===== src/rtl/fp_mult.sv =====
// Two-stage signed integer x fixed-point multiplier with saturation.
// Define FP_MULT_ROUNDING_EN for round-half-up; default truncates (floor).
module fp_mult #(
    parameter int N = 8,
    parameter int F = 7
) (
    input  logic         clk,
    input  logic         rst_n,
    input  logic         in_valid,
    input  logic [N-1:0] a,
    input  logic [N-1:0] b,
    output logic         out_valid,
    output logic [N-1:0] result,
    output logic         overflow
);

    localparam int W = 2*N + 1;
    typedef logic signed [W-1:0] wide_t;

    localparam wide_t QMAX = (wide_t'(1) <<< (N-1)) - wide_t'(1);
    localparam wide_t QMIN = -(wide_t'(1) <<< (N-1));
`ifdef FP_MULT_ROUNDING_EN
    localparam wide_t RND = wide_t'(1) <<< (F-1);
`else
    localparam wide_t RND = '0;
`endif

    logic                  v1_q;
    logic signed [2*N-1:0] p_q;
    logic signed [2*N-1:0] p_d;
    logic                  v2_q;
    logic [N-1:0]          res_q;
    logic [N-1:0]          res_d;
    logic                  ovf_q;
    logic                  ovf_d;
    wide_t                 sum;
    wide_t                 q;

    // Operands are sign-extended so the truncated 2N-bit product is exact.
    assign p_d = $signed({{N{a[N-1]}}, a}) * $signed({{N{b[N-1]}}, b});

    // One extra bit of headroom keeps the rounding add from wrapping.
    assign sum = wide_t'(p_q) + RND;
    assign q   = sum >>> F;

    always_comb begin
        res_d = q[N-1:0];
        ovf_d = 1'b0;
        if (q > QMAX) begin
            res_d = QMAX[N-1:0];
            ovf_d = 1'b1;
        end else if (q < QMIN) begin
            res_d = QMIN[N-1:0];
            ovf_d = 1'b1;
        end
    end

    always_ff @(posedge clk or negedge rst_n) begin
        if (!rst_n) begin
            v1_q <= 1'b0;
            p_q  <= '0;
        end else begin
            v1_q <= in_valid;
            if (in_valid) begin
                p_q <= p_d;
            end
        end
    end

    always_ff @(posedge clk or negedge rst_n) begin
        if (!rst_n) begin
            v2_q  <= 1'b0;
            res_q <= '0;
            ovf_q <= 1'b0;
        end else begin
            v2_q <= v1_q;
            if (v1_q) begin
                res_q <= res_d;
                ovf_q <= ovf_d;
            end
        end
    end

    assign out_valid = v2_q;
    assign result    = res_q;
    assign overflow  = ovf_q;

endmodule


===== config.mk =====
export PLATFORM = sky130hd
export DESIGN_NAME = fp_mult
export DESIGN_NICKNAME = d
export VERILOG_FILES = /design/src/rtl/fp_mult.sv
export SDC_FILE = /design/constraint.sdc
export NUM_CORES = 1
export LEC_CHECK = 0
export ABC_AREA = 1
export ABC_CLOCK_PERIOD_IN_PS = 1900
export BUFFER_PORTS_ARGS = -buffer_cell sky130_fd_sc_hd__buf_2
export CORE_MARGIN = 1.5
export CORE_UTILIZATION = 57
export CTS_BUF_LIST = sky130_fd_sc_hd__clkbuf_2 sky130_fd_sc_hd__clkbuf_4 sky130_fd_sc_hd__clkbuf_8
export CTS_CLUSTER_SIZE = 12
export DETAILED_ROUTE_END_ITERATION = 10
export PLACE_DENSITY = 0.77
export SYNTH_ARGS = -nofsm -noshare
export SYNTH_HDL_FRONTEND = slang
export SYNTH_SLANG_ARGS = --single-unit

===== constraint.sdc =====
create_clock -name clk -period 1.9 [get_ports clk]
set_input_delay 0.095 -clock clk [delete_from_list [all_inputs] [get_ports clk]]
set_output_delay 0.095 -clock clk [all_outputs]
set_load 0.005 [all_outputs]

Word level (Yosys, flattened, before mapping)
Index checks and enable logic that the tools add are counted.

Multipliers: 1. Muxes and demuxes: 4. $lt $le $gt $ge: 2.

Operators by type and width (count): $mul A8 B8 Y16 (1); $mux W8 (2); $gt A9 B8 Y1 const B (1); $lt A9 B8 Y1 const B (1); $mux W1 (2).

Logic and storage cells: 12. Bits in registers: 27.

Longest topological paths before layout
Word-level depth: 3. Gate-level depth with buffers: 23. Gate-level depth less buffers: 22.

Worst setup path before layout
Ideal clock, no wire load.

Kind: input port to flip-flop. From: input port a[7]. To: register p_q[15]. Path slack: -2019 ps. Arrival time: 3802 ps. Stages on the path: 22. Library setup time: 117 ps. Path buffers: 1. Path through: clkbuf_1 -> nand2_1 -> inv_1 -> fa_1 -> inv_1 -> fa_1 -> inv_1 -> fa_1 -> inv_1 -> fa_1 -> inv_1 -> ha_1 -> nand2_1 -> nor2_1 -> nand2_1 -> inv_1 -> nand2_1 -> inv_1 -> nor2_1 -> nand3_2 -> nand3_1 -> nand2_1.

Word-level cells in the longest chain between the ends: 1.

RTL lines: from (decl) (RTL line 10) `input logic [N-1:0] a,`; $mul A8 B8 Y16 (RTL line 40) `assign p_d = $signed({{N{a[N-1]}}, a}) * $signed({{N{b[N-1]}}, b});`; to (signal assigned) (RTL line 65) `p_q <= p_d;`; to (decl) (RTL line 29) `logic signed [2*N-1:0] p_q;`.

Every way passes these cells. A chain may end at the register's enable or synchronous reset.

Worst setup path in the final report
From: input port b[7]. To: register p_q[12].

Word-level cells in the longest chain between the ends: 1.

RTL lines: from (decl) (RTL line 11) `input logic [N-1:0] b,`; $mul A8 B8 Y16 (RTL line 40).

Every way passes these cells.

==> flow_metrics.env <==
export IMPL_run_status="finished with violations"
export IMPL_violated_checks="setup timing"
export IMPL_m1WireLength_mm=3.519
export IMPL_routed_wl_mm=8.806
export IMPL_initial_core_util_pct=59.02
export IMPL_total_leakage_power_nw=2.675
export IMPL_drt_pass1_iter_count=4
export IMPL_reg2reg_setup_slack_ns=0.55
export IMPL_finalClockSkew_ns=0.002365
export IMPL_remaining_max_slew_budget_at_the_tightest_pin_pct=70.82
export IMPL_antenna_violating_nets_post_route=0
export IMPL_dieHeight_um=81.30
export IMPL_area_growth_syn_to_layout_pct=34.44
export IMPL_cell_area_after_layout_um2=4698
export IMPL_hold_removal_path_class="in -> reg"
export IMPL_worstPathMaxFanout=4
export IMPL_synth_top_cells_by_area="fa_1 (30%), inv_1 (16%), nand2_1 (15%)"
export IMPL_synth_top_cell_area_share_pct=30.36
export IMPL_std_cell_rows=28
export IMPL_area_of_combinational_cells_with_multiple_inputs_um2=2839
export IMPL_post_drt_via_cell_ratio=5.025
export IMPL_maxCapViolations=0
export IMPL_synth_top_area_cell="fa_1"
export IMPL_cp_startpoint="b[7]"
export IMPL_tritoncts="done"
export IMPL_maximum_number_of_pins_on_one_net_before_global_route_repair=21
export IMPL_critical_path_endpoint="p_q[12]"
export IMPL_worst_r2r_cell_count=3
export IMPL_setup_ws_ns=-1.564
export IMPL_drive_above_1_share_pct=33.69
export IMPL_fmax_mhz=288.6
export IMPL_synthesis_yosys_warnings=0
export IMPL_synth_net_count=589
export IMPL_core_um2=5921
export IMPL_die_area_um2=6610
export IMPL_layout_core_utilization_pct=79.35
export IMPL_worst_setup_path_start_kind="primary input"
export IMPL_totalPowerFinal_mw=6.923
export IMPL_drt_iter0_drc=173
export IMPL_first_global_vias=3482
export IMPL_crit_type="in -> reg"
export IMPL_synth_area_um2=3495
export IMPL_cts_buffer_depth=2
export IMPL_final_net_count=656
export IMPL_cp_required_ns=2.05
export IMPL_cts_buffers_inserted=3
export IMPL_wl_per_cell_um=13.98
export IMPL_worst_r2r_endpoint="result[0]"
export IMPL_worst_hold_path_num_cells=1
export IMPL_yosysMostFrequentCell="inv_1"
export IMPL_synth_common_cells="inv_1 (145), nand2_1 (143), fa_1 (53)"
export IMPL_clock_sinks=20
export IMPL_fp_dieW_um=81.30
export IMPL_ir_drop_mv=0.9506
export IMPL_finalCriticalPeriod_ns=3.464
export IMPL_detailroute_wirelength_met3_um=315
export IMPL_nFillCells=372
export IMPL_detailed_place_hpwl_mm=6.329
export IMPL_port_buffers=28
export IMPL_antenna_cells_inserted=0
export IMPL_initial_antenna_violation_count=0
export IMPL_seq_area_um2=500.5
export IMPL_synth_sequential_area_ratio_pct=14.32
export IMPL_ys_types=25
export IMPL_placedInstanceArea_um2=4123
export IMPL_ctsRootBufferMaster="clkbuf_8"
export IMPL_worstSkewPairLatency_ns=0.26
export IMPL_slew_viol_final=0
export IMPL_asyncSetResetFlopFracSynth_pct=100.0
export IMPL_top_level_ports=29
export IMPL_topRoutingLayerUsed="met4"
export IMPL_syn_mean_instance_area_um2=7.132
export IMPL_unrepaired_setup_endpoints_after_global_routing="yes"
export IMPL_grtUsageTotal_pct=29.95
export IMPL_grt_overflow=0
export IMPL_synth_edff_count=0
export IMPL_cts_htree_levels=1
export IMPL_synth_flop_cell="dfrtp_1"
export IMPL_arrival_ns=3.61
export IMPL_grt_pass1_wl_mm=15.18
export IMPL_worst_r2r_startpoint="v1_q"
export IMPL_final_period_util_pct=182.3
export IMPL_gp_congestion=0.8764
export IMPL_remaining_drc_errors=0
export IMPL_total_number_of_vias=3166
export IMPL_postSynthRegisterBits=20
export IMPL_cellPowerDensity_nw_per_um2=1474
export IMPL_timing_final_setup_violations=9
export IMPL_netlist_instances=490
export IMPL_worst_pin_slew_ns=0.4378
export IMPL_timing_final_hold_violations=0
export IMPL_routed_wl_met2_mm=4.707
export IMPL_clk_pin_slew_ns=0.07
export IMPL_end_kind="register"
[layer usage]
layer  up-vias  GRT usage [%]
met4         0          10.86
met2        92          56.20
met5         -              0
met1      1508          34.60
met3        29          3.483
li1       1537              -
[worst min path at each step]
stage	from	to	slack (ns)
after floorplan	rst_n	out_valid	-0.20
after global placement	rst_n	result[0]	0.05
after detailed placement	rst_n	result[4]	0.06
after CTS	in_valid	v1_q	0.07
after global routing	in_valid	v1_q	0.08
final	in_valid	v1_q	0.07
[cells in the final DEF, fill, tap and decap left out, types with 3 or more instances in the layout]
cell type  instances
dfrtp_1           20
o21ai_0            4
buf_12             3
nand2_2           25
inv_4              3
nand3_2            7
nor2_2             7
fa_1              50
nor2_4             4
nand2_1          106
clkbuf_8           3
nor2_1            17
inv_1            115
buf_2             13
a21oi_1            7
nand2_4           13
inv_2             26
buf_4             35
o21ai_1            5
ha_4              11
ha_1              15
buf_6             21
fa_2               3
nand3_1           15
[metrics by stage]
stage          worst slack [ns]  hold WS (ns)  std cells  setup TNS (ns)
2_1_floorplan            -1.596       -0.2006        490          -13.30
3_3_place_gp             -1.785       0.04873        616          -15.32
3_5_place_dp             -1.883       0.05570        616          -16.00
4_1_cts                  -1.530       0.06979        628          -12.32
5_1_grt                  -1.677       0.07877        630          -14.16
6_report                 -1.564       0.07131        630          -13.09
[what timing repair did]
| action | CTS | global route |
|---|---|---|
| endpoints found under the hold margin | 20 | 0 |
| pin swaps | 63 | 27 |
| setup buffers | 8 | 3 |
| endpoints found under the setup margin | 9 | 9 |
| hold buffers | 1 | 0 |
| gates cloned | 0 | 0 |
| resized for setup | 111 | 31 |
[power by group]
part / switching (mW) / total [mW] / internal [mW]
logic: 3.18 / 5.92 / 2.74
clock network: 0.131 / 0.273 / 0.141
registers: 0.102 / 0.729 / 0.627
total: 3.41 / 6.92 / 3.51
[worst max-delay path: stages]
cell and delay, ns:
buf_8 0.10, buf_4 0.12, nand2_2 0.07, fa_1 0.44
fa_1 0.59, inv_2 0.05, fa_1 0.54, inv_1 0.05
fa_1 0.49, inv_2 0.05, ha_4 0.31, nand2_4 0.06
nand2_2 0.07, nand2_2 0.05, nand2_2 0.08, inv_2 0.04
nand2_2 0.08, nand2_2 0.06, nand2_1 0.07, nand2_1 0.05
nand3_1 0.07, nand2_1 0.06
[kinds of logic after synthesis]
kind of cell,synth area share (%)
buffers and inverters,17.29
DFF,14.32
adders and majority gates,40.03
AOI/OAI and AO/OA,3.938
xor gates and xnor gates,1.253
and+or+nand+nor,23.16
[flip-flops by register name (all words and copies together), names as in the netlist]
register,flops
out_valid,1
overflow,1
p_q,9
result,8
v1_q,1
[area by class of cell]
cell class / instances / share of cell area [%]
flip-flops and latches: 20 / 10.65
clock buffers: 3 / 0.8788
inverters: 146 / 11.90
well taps: 75 / 1.997
repair buffers: 75 / 14.14
multi-input cells: 311 / 60.43
Power figures use the tool's default switching activity.
